`config.mk`:
```
export PLATFORM = sky130hd
export DESIGN_NAME = spi_m_tx
export DESIGN_NICKNAME = d
export VERILOG_FILES = /design/src/rtl/spi_m_tx.sv
export SDC_FILE = /design/constraint.sdc
export NUM_CORES = 1
export LEC_CHECK = 0
export ABC_AREA = 1
export ABC_CLOCK_PERIOD_IN_PS = 1780
export BUFFER_PORTS_ARGS = -buffer_cell sky130_fd_sc_hd__buf_4
export CAP_MARGIN = 20
export CORE_AREA = 5 5 54 56
export DETAILED_ROUTE_END_ITERATION = 6
export DIE_AREA = 0 0 59 61
export PLACE_DENSITY_LB_ADDON = 0.15
export SLEW_MARGIN = 5
export SYNTH_ARGS = -nofsm -noshare
export SYNTH_HDL_FRONTEND = slang
export SYNTH_SLANG_ARGS = --single-unit
export TNS_END_PERCENT = 50
```
`constraint.sdc`:
```
create_clock -name i_clk -period 1.78 [get_ports i_clk]
set_input_delay 0.445 -clock i_clk [delete_from_list [all_inputs] [get_ports i_clk]]
set_output_delay 0.445 -clock i_clk [all_outputs]
set_load 0.02 [all_outputs]
```
`src/rtl/spi_m_tx.sv`:
```
// SPI master transmitter, mode 0 (CPOL=0, CPHA=0), MSB first.
// Words arrive over a valid/ready handshake. NSS stays low across a burst
// until a word tagged last has been shifted out and a trailing half-period has elapsed.
module spi_m_tx #(
    parameter int unsigned CLK_DIV    = 4,
    parameter int unsigned DATA_WIDTH = 8
) (
    input  logic                  i_clk,
    input  logic                  i_reset,
    input  logic [DATA_WIDTH-1:0] i_tx_data,
    input  logic                  i_tx_last,
    input  logic                  i_tx_valid,
    output logic                  o_tx_ready,
    output logic                  o_busy,
    output logic                  o_done,
    output logic                  o_spi_clk,
    output logic                  o_spi_mosi,
    output logic                  o_spi_nss
);

    localparam int unsigned CNT_W = $clog2(CLK_DIV + 1);
    localparam int unsigned BIT_W = $clog2(DATA_WIDTH);
    localparam logic [CNT_W-1:0] CNT_RELOAD = CNT_W'(CLK_DIV - 1);
    localparam logic [BIT_W-1:0] BIT_LAST   = BIT_W'(DATA_WIDTH - 1);

    typedef enum logic [2:0] {
        StIdle,
        StLead,
        StShift,
        StWait,
        StTrail
    } state_t;

    state_t                state_q, state_d;
    logic [CNT_W-1:0]      cnt_q, cnt_d;
    logic [BIT_W-1:0]      bit_q, bit_d;
    logic [DATA_WIDTH-1:0] shreg_q, shreg_d;
    logic                  last_q, last_d;
    logic                  nss_q, nss_d;
    logic                  sclk_q, sclk_d;
    logic                  done_q, done_d;
    logic                  accept;
    logic                  cnt_zero;

    // Ready is only meaningful in IDLE/WAIT and is forced low while reset is held.
    assign o_tx_ready = ~i_reset & ((state_q == StIdle) | (state_q == StWait));
    assign accept     = i_tx_valid & o_tx_ready;
    assign cnt_zero   = (cnt_q == '0);

    assign o_busy     = (state_q != StIdle);
    assign o_done     = done_q;
    assign o_spi_clk  = sclk_q;
    assign o_spi_nss  = nss_q;
    // The shift register MSB is the line; it is cleared at frame end so MOSI idles low.
    assign o_spi_mosi = shreg_q[DATA_WIDTH-1];

    // Next-state logic: sequencing of NSS lead, SCLK half-periods and trailing delay.
    always_comb begin
        state_d = state_q;
        cnt_d   = cnt_q;
        bit_d   = bit_q;
        shreg_d = shreg_q;
        last_d  = last_q;
        nss_d   = nss_q;
        sclk_d  = sclk_q;
        done_d  = 1'b0;

        unique case (state_q)
            StIdle: begin
                if (accept) begin
                    state_d = StLead;
                    nss_d   = 1'b0;
                    shreg_d = i_tx_data;
                    last_d  = i_tx_last;
                    cnt_d   = CNT_RELOAD;
                end
            end
            StLead: begin
                if (cnt_zero) begin
                    state_d = StShift;
                    sclk_d  = 1'b1;
                    cnt_d   = CNT_RELOAD;
                end else begin
                    cnt_d = cnt_q - 1'b1;
                end
            end
            StShift: begin
                if (!cnt_zero) begin
                    cnt_d = cnt_q - 1'b1;
                end else if (sclk_q) begin
                    // Falling edge: present the next bit, except after the last one.
                    sclk_d = 1'b0;
                    cnt_d  = CNT_RELOAD;
                    if (bit_q != BIT_LAST) begin
                        shreg_d = shreg_q << 1;
                    end
                end else begin
                    cnt_d = CNT_RELOAD;
                    if (bit_q == BIT_LAST) begin
                        bit_d   = '0;
                        state_d = last_q ? StTrail : StWait;
                    end else begin
                        bit_d  = bit_q + 1'b1;
                        sclk_d = 1'b1;
                    end
                end
            end
            StWait: begin
                if (accept) begin
                    state_d = StLead;
                    shreg_d = i_tx_data;
                    last_d  = i_tx_last;
                    cnt_d   = CNT_RELOAD;
                end
            end
            StTrail: begin
                if (cnt_zero) begin
                    state_d = StIdle;
                    nss_d   = 1'b1;
                    shreg_d = '0;
                    done_d  = 1'b1;
                end else begin
                    cnt_d = cnt_q - 1'b1;
                end
            end
            default: begin
                state_d = StIdle;
            end
        endcase
    end

    // State register with synchronous reset; reset aborts any transfer in flight.
    always_ff @(posedge i_clk) begin
        if (i_reset) begin
            state_q <= StIdle;
            cnt_q   <= '0;
            bit_q   <= '0;
            shreg_q <= '0;
            last_q  <= 1'b0;
            nss_q   <= 1'b1;
            sclk_q  <= 1'b0;
            done_q  <= 1'b0;
        end else begin
            state_q <= state_d;
            cnt_q   <= cnt_d;
            bit_q   <= bit_d;
            shreg_q <= shreg_d;
            last_q  <= last_d;
            nss_q   <= nss_d;
            sclk_q  <= sclk_d;
            done_q  <= done_d;
        end
    end

endmodule

```
**After elaboration in Yosys (flattened, before gate mapping)**

Index checks and enable logic that the tools add are counted.

- Add/sub/neg operators: 2
- Equal/unequal tests: 16
- Mux-type cells: 27
- Bitwise operators: 6
- Reduce and logical (&&, ||, !) cells: 17

Operator list:

| kind | count |
|---|---|
| 8-bit two-way mux | 5 |
| 3-bit two-way mux | 11 |
| 8-bit one-hot mux with 3 select lines | 1 |
| 2-bit != test, second input constant | 9 |
| 3-bit one-hot mux with 4 select lines | 1 |
| 3-bit AND reduction | 4 |
| 6-bit AND reduction | 2 |
| 3-bit one-hot mux with 3 select lines | 1 |
| 3-bit nonzero test | 3 |
| 3-bit by 2-bit == test with 1-bit output, second input constant | 2 |
| 3-bit == test, second input constant | 2 |
| 3-bit zero test | 2 |
| 1-bit two-way mux | 6 |
| 2-bit OR reduction | 3 |
| 1-bit one-hot mux with 2 select lines | 2 |
| 2-bit nonzero test | 2 |
| 3-bit by 1-bit adder with 3-bit output, second input constant | 1 |
| 3-bit by 1-bit == test with 1-bit output, second input constant | 1 |
| 3-bit != test, second input constant | 1 |
| 1-bit inverter | 3 |
| 3-bit by 1-bit subtractor with 3-bit output, second input constant | 1 |
| 1-bit AND | 2 |
| 2-bit by 1-bit != test with 1-bit output, second input constant | 1 |
| 2-bit AND reduction | 1 |
| 1-bit OR | 1 |

- Register bits: 21
- Input port bits: 12
- Output and inout bits: 6
- Word-level logic and storage cells: 76

**Logic depth before layout (Yosys ltp)**

Gate-level depths: netlist of the first run.

- Word-level depth: 6
- Gate-level depth with buffers: 11
- Depth with buffers taken out: 11

**Worst setup path after synthesis of the first run**

OpenSTA, ideal clock, no wires.

- Kind: register to register
- Start point: register state_q[1]
- End point: register nss_q (netlist: o_spi_nss)
- Arrival: 1.349 ns
- Data required time: 1.647 ns
- Path slack: 0.297 ns
- Stages on the path, launching flop included: 8
- Path buffers: 0
- Path through: dfxtp_1 > inv_1 > nand2_1 > nand3_2 > nor2_1 > nand2_1 > o21ai_0 > nand3_1

- Longest elaborated chain between the ends: 6
- Elaborated cells between the ends (all ways): 11
- Classes of those cells: 4 x eq/ne; 1 x mux; 3 x bitwise; 3 x reduce/logical

RTL lines:

| what | RTL line | source |
|---|---|---|
| start: declaration | 34 | `state_t state_q, state_d;` |
| start signal: assignment | 135 | `state_q <= StIdle;` |
| start signal: assignment | 144 | `state_q <= state_d;` |
| 3-bit by 2-bit == test with 1-bit output or 3-bit zero test (tied branches) | 46 | `assign o_tx_ready = ~i_reset & ((state_q == StIdle) \| (state_q == StWait));` |
| 1-bit OR * | 46 |  |
| 1-bit AND * | 46 |  |
| via o_tx_ready | 13 | `output logic o_tx_ready,` |
| 1-bit AND * | 47 | `assign accept = i_tx_valid & o_tx_ready;` |
| 2-bit != test (no line) * | -- |  |
| 3-bit AND reduction (no line) * | -- |  |
| end signal: assignment | 149 | `nss_q <= nss_d;` |
| end: declaration | 39 | `logic nss_q, nss_d;` |

The timed path passes the listed nets; every way through them passes the cells marked *.
A chain may end at the register's enable or synchronous reset.

**Worst setup path in the final report of the first run**

- Start point: register state_q[2]
- End point: output port o_tx_ready

- Longest elaborated chain between the ends: 3
- Elaborated cells between the ends (all ways): 4
- Classes of those cells: 1 x eq/ne; 2 x bitwise; 1 x reduce/logical

RTL lines:

| what | RTL line |
|---|---|
| 3-bit by 2-bit == test with 1-bit output or 3-bit zero test (tied branches) | 46 |
| 1-bit OR * | 46 |
| 1-bit AND * | 46 |
| end: declaration | 13 |

Mark *: on every way between the ends. The rest lies on a longest branch, timed or not.

==> results of run 1 <==
-- worst min-delay path by stage --
stage                              endpoint  slack (ps)                    start  cells past startpoint
global route          bit_q[0]$_SDFFE_PP0P_         310                  i_reset                      2
CTS                   bit_q[0]$_SDFFE_PP0P_         320                  i_reset                      2
finish                bit_q[0]$_SDFFE_PP0P_         340                  i_reset                      2
global placement    shreg_q[3]$_SDFFE_PP0P_         470  shreg_q[3]$_SDFFE_PP0P_                      2
floorplan             bit_q[0]$_SDFFE_PP0P_         450    bit_q[0]$_SDFFE_PP0P_                      2
detailed placement   o_spi_nss$_SDFFE_PP1P_         480   o_spi_nss$_SDFFE_PP1P_                      2
-- registers in the layout, summed over array words and instances, names as in the netlist --
register / flops
bit_q: 3
o_done: 1
state_q: 3
last_q: 1
cnt_q: 3
o_spi_clk: 1
o_spi_nss: 1
shreg_q: 8
-- kinds of logic (layout without fill, tap and decap cells) --
| kind of cell | count (synthesis) | count (layout) | synth area share |
|---|---|---|---|
| flip-flops | 21 | 21 | 0.330 |
| adder cells (fa/ha/maj) | 4 | 4 | 0.0393 |
| AND/OR/NAND/NOR | 105 | 105 | 0.363 |
| AO/OA/AOI/OAI | 27 | 27 | 0.143 |
| buffers and inverters | 34 | 55 | 0.124 |
-- layer usage --
metal / wire (µm) / part of all wire / global-route usage
met1: 1210 / 0.44 / 0.223
met2: 1300 / 0.47 / 0.292
met3: 209 / 0.075 / 0.0277
met4: 51 / 0.018 / 0.0841
met5: 0 / 0 / 0
-- cells in the final DEF, fill, tap and decap left out, drive strengths merged, types with 4 or more instances in the layout --
cell type	count
nor2	43
inv	30
a21oi	19
o21ai	7
ha	4
buf	20
nand2	40
nand3	20
dfxtp	21
clkbuf	4
-- worst max-delay path: cells and delay by family, from the launching register on --
| kind | cells | cell delay [ps] |
|---|---|---|
| AND/OR/NAND/NOR | 2 | 160 |
| buffers and inverters | 2 | 270 |
| flip-flops | 1 | 510 |
-- power groups by stage --
stage | Sequential [mW] | Combinational (mW) | Clock (mW)
after floorplan | 0.833 | 1.79 | 0
after global placement | 0.821 | 2.10 | 0
after detailed placement | 0.832 | 2.17 | 0
after CTS | 0.827 | 2.18 | 0.252
after global routing | 0.874 | 2.49 | 0.277
final | 0.841 | 2.20 | 0.242
-- synthesized netlist by cell type, types with 3 or more instances --
cell type / instances
nor2_1: 41
nand2_1: 36
inv_1: 27
dfxtp_1: 21
nand3_1: 17
a21oi_1: 11
a21oi_2: 8
o21ai_0: 5
ha_1: 4
nand3_2: 3
-- area by class of cell --
type | instances | area share
clock buffer | 4 | 0.0179
multi-input combinational | 136 | 0.481
tap | 30 | 0.0256
timing repair buffer | 20 | 0.102
sequential | 21 | 0.292
inverter | 31 | 0.0811
-- timing repair --
action	in CTS	in global routing
gates resized for setup	2	5
setup endpoints to repair	1	10
endpoints found under the hold margin	0	0
==> results.json, run 1 <==
{
  "antenna_found_initial": 0,
  "max_freq_ghz": 0.588,
  "critical_path_arrival_ps": 1250,
  "gp_congestion": 0.938,
  "reg2reg_from": "cnt_q[0]$_SDFFE_PP0P_",
  "worstRegToRegCells": 9,
  "cts_num_sinks": 21,
  "status": "completed",
  "drv_slew": 0,
  "netlist.area_leader.share": 0.330,
  "clk_latency_ps": 310,
  "synth_edf_count": 0,
  "first_global_vias": 1164,
  "layout_setup_ws_ps": 80.7,
  "viasPerCell": 5.15,
  "netlist_instances": 191,
  "p_switching_mw": 1.72,
  "yosysTopAreaCell": "dfxtp_1",
  "fin_setup_tns_ps": 0,
  "p_comb_frac": 0.670,
  "post-cts-setup-buffers": 0,
  "routed_wl_mm": 2.78,
  "period_minus_slack_ps": 1700,
  "crit_path_end": "o_tx_ready",
  "floorplan.initialDensity": 0.534,
  "num_antenna_cells": 0,
  "peakVddDrop_uv": 1350,
  "max_slew_margin": 0.702,
  "finalNonFillerCells": 242,
  "area_growth_pct": 15.1,
  "vias": 1247,
  "grt_start_max_net_pins": 17,
  "cp-end-kind": "output port",
  "cts.reportedPaths.clkPinSlew_ps": 120,
  "max_stage_delay_ps": 510,
  "drtIter0Drc": 34,
  "die_area_mm2": 0.00360,
  "cts_buffers": 3,
  "fillers": 249,
  "async_flop_share": 0,
  "design_area_mm2": 0.00147,
  "path_max_fanout": 7,
  "grt_pass1_wl_mm": 4.85,
  "die_h_um": 61,
  "h-tree-depth": 1,
  "dp_hpwl_mm": 2.12,
  "r2r_end": "shreg_q[5]$_SDFFE_PP0P_",
  "clockBufferDepth": 2,
  "setup.worst_path.start": "state_q[2]$_SDFFE_PP0P_",
  "whs_ps": 336,
  "crit_required_ps": 1330,
  "ctsHoldBuffers": 0,
  "internal_power_mw": 1.56,
  "cp_cell_sequence": "inv_2 -> nand3_2 -> nor2_2 -> buf_4",
  "clockPowerShare": 0.074,
  "startpoint_type": "flop",
  "cpMaxStageDelayCell": "dfxtp_1",
  "seq_area_frac_synth": 0.330,
  "place_inst": 238,
  "pre_cts_slack_ps": 130,
  "path_class": "flop to output port",
  "io_pins": 18,
  "drive_gt1_frac": 0.231,
  "rows": 18,
  "overflow": 0,
  "synth_nets": 207,
  "yosys_most_used_dff": "dfxtp_1",
  "report.power.total_mw": 3.28,
  "fin_crit_sh": 0.955,
  "p_per_area_mw_per_mm2": 2240,
  "hold_violations": 0,
  "track_usage": 0.176,
  "hold_class": "input port to flop",
  "p_leak_nw": 0.712,
  "p_sw_frac": 0.523,
  "final_nets": 229,
  "worst-r2r-setup-slack_ps": 190,
  "seq_power_share": 0.256,
  "drc": 0,
  "cts_tree": "yes",
  "fin_util": 0.614,
  "multi_input_area_um2": 706,
  "cts-root-buf": "clkbuf_4",
  "die_x_um": 59,
  "ys_seq_elements": 21,
  "ys_types": 24,
  "dr.pass1.iters": 4,
  "area.sequential_um2": 428,
  "synth_area_mm2": 0.00127,
  "detail-route-antenna-nets": 0,
  "syn_avg_cell_area_um2": 6.67,
  "netlist_top_cells_area": "dfxtp_1, nor2_1, nand2_1",
  "dpl-instance-area_mm2": 0.00142,
  "cap_violations": 0,
  "numPortBuffers": 17,
  "wire_per_inst_um": 11.5,
  "rsz0062_at_grt": "true",
  "tightest_slew_ps": 444,
  "setup-violations-final": 0,
  "core-area_mm2": 0.00239,
  "ys_warn_count": 0,
  "skew_ps": 2.43
}
Note: power is estimated with default switching activity, not from simulation.
==> run 2: changes to the inputs <==
SETUP_SLACK_MARGIN = 0.4   (was unset)
==> run 2 against run 1 <==
Compared with the run above:
- clock-buffer cell count is 1 lower
- critical path depth is 1 higher
- flip-flop and latch count stayed put
- worst setup slack better by 74 ps
- via count is 5.1% higher
- utilization is 12 points higher
- final cell count is 5.0% higher
- global-route usage is 1.2 points lower
- sequential share of layout area is 4.3 points lower
==> results.json, run 2 (synthesized netlist as in run 1, its figures left out) <==
{
  "max_slew_margin": 0.807,
  "antenna_found_initial": 0,
  "r2r_end": "last_q$_SDFFE_PP0P_",
  "largest-register": "shreg_q",
  "largest_register_ffs": 8,
  "clockBufferDepth": 2,
  "wire_per_inst_um": 13.0,
  "min_to": "bit_q[0]$_SDFFE_PP0P_",
  "final_common_cell": "nor2_1",
  "first_global_vias": 1093,
  "ctsHoldBuffers": 0,
  "max_freq_ghz": 0.615,
  "die_h_um": 61,
  "fin_crit_sh": 0.913,
  "layout_common_cells": "nor2_1, nand2_1, buf_4, inv_1",
  "detail-route-antenna-nets": 0,
  "worst-r2r-setup-slack_ps": 320,
  "cts-root-buf": "clkbuf_4",
  "io_pins": 18,
  "fillers": 204,
  "startpoint_type": "flop",
  "overflow": 0,
  "drive_gt1_frac": 0.393,
  "dr.pass1.iters": 4,
  "drtIter0Drc": 54,
  "hold_depth": 2,
  "die_area_mm2": 0.00360,
  "hold_violations": 0,
  "critical_path_arrival_ps": 1180,
  "hold_class": "input port to flop",
  "viasPerCell": 5.16,
  "num_antenna_cells": 0,
  "worstRegToRegCells": 8,
  "path_class": "flop to output port",
  "gp_congestion": 0.838,
  "cts_buffers": 3,
  "core-area_mm2": 0.00239,
  "tightest_slew_ps": 287,
  "grt_pass1_wl_mm": 4.59,
  "rows": 18,
  "final_nets": 241,
  "cp-end-kind": "output port",
  "cap_violations": 0,
  "period_minus_slack_ps": 1630,
  "cts_num_sinks": 21,
  "die_x_um": 59,
  "status": "completed",
  "cts_tree": "yes",
  "setup-violations-final": 0,
  "vias": 1310,
  "dp_hpwl_mm": 2.00,
  "h-tree-depth": 1,
  "cts.reportedPaths.clkPinSlew_ps": 130,
  "area_growth_pct": 37.0,
  "grt_start_max_net_pins": 17,
  "rsz0062_at_grt": "true",
  "hp-start": "i_reset",
  "drc": 0,
  "track_usage": 0.164,
  "skew_ps": 6.96,
  "whs_ps": 330,
  "path_max_fanout": 5,
  "crit_required_ps": 1330,
  "routed_wl_mm": 3.30,
  "numPortBuffers": 17,
  "clk_latency_ps": 330,
  "floorplan.initialDensity": 0.534,
  "fin_setup_tns_ps": 0,
  "drv_slew": 0,
  "reg2reg_from": "state_q[0]$_SDFFE_PP0P_"
}
## run 2: changes by cell type in the layout (fill, tap and decap cells not counted), moves of 4 or more
cell | previous run | this run
nand2_1 | 35 | 30
nor2_4 | 0 | 4
inv_1 | 27 | 21
buf_6 | 0 | 5
nor2_1 | 40 | 34
buf_4 | 20 | 26
## run 2: layer usage
layer / global-route usage / part of all wire / up-vias
met2: 0.287 / 0.53 / 40
met1: 0.194 / 0.40 / 597
met5: 0 / 0 / -
li1: - / - / 666
met4: 0.0841 / 0.018 / 0
met3: 0.0234 / 0.049 / 7
## run 2: worst max path at each step
stage	from	to	depth (start not counted)	slack, ps
after floorplan	state_q[1]$_SDFFE_PP0P_	shreg_q[0]$_SDFFE_PP0P_	9	390
after global placement	cnt_q[0]$_SDFFE_PP0P_	shreg_q[2]$_SDFFE_PP0P_	9	240
after detailed placement	cnt_q[0]$_SDFFE_PP0P_	shreg_q[5]$_SDFFE_PP0P_	9	200
after CTS	state_q[0]$_SDFFE_PP0P_	o_tx_ready	5	160
after global routing	state_q[1]$_SDFFE_PP0P_	o_tx_ready	5	120
final	state_q[0]$_SDFFE_PP0P_	o_tx_ready	5	150
## run 2: cell type report
class	instances	area, µm²	area share
flip-flops and latches	21	434	0.249
multi-input cells	137	866	0.496
clock inverters	1	5.00	0.00287
clock buffers	3	22.5	0.0129
repair buffers	31	251	0.144
well taps	30	37.5	0.0215
inverters	31	129	0.0738
## run 2: what timing repair did
item	4_1_cts	5_1_grt
cloned	0	1
setup buffers	5	5
gates resized for setup	16	37
pin swaps	3	10
setup endpoints to repair	19	21
## run 2: per-stage QoR
step           instances  setup slack, ps  area [µm²]  utilization
4_1_cts              248              157        1540        0.645
3_3_place_gp         239              243        1440        0.603
2_1_floorplan        191              390        1280            -
6_report             254              154        1750        0.731
3_5_place_dp         239              204        1440        0.603
5_1_grt              254              122        1750        0.731
## run 2: worst max-delay path, cell delays in order, from the launching register on
cell and delay, ps:
dfxtp_4 420, inv_4 50, nand2_2 80, nand3_4 90, nor2_4 100, buf_6 120
Power of run 2 is not shown: default switching activity piles up to over one toggle a cycle in this logic, so the estimate is an artifact.
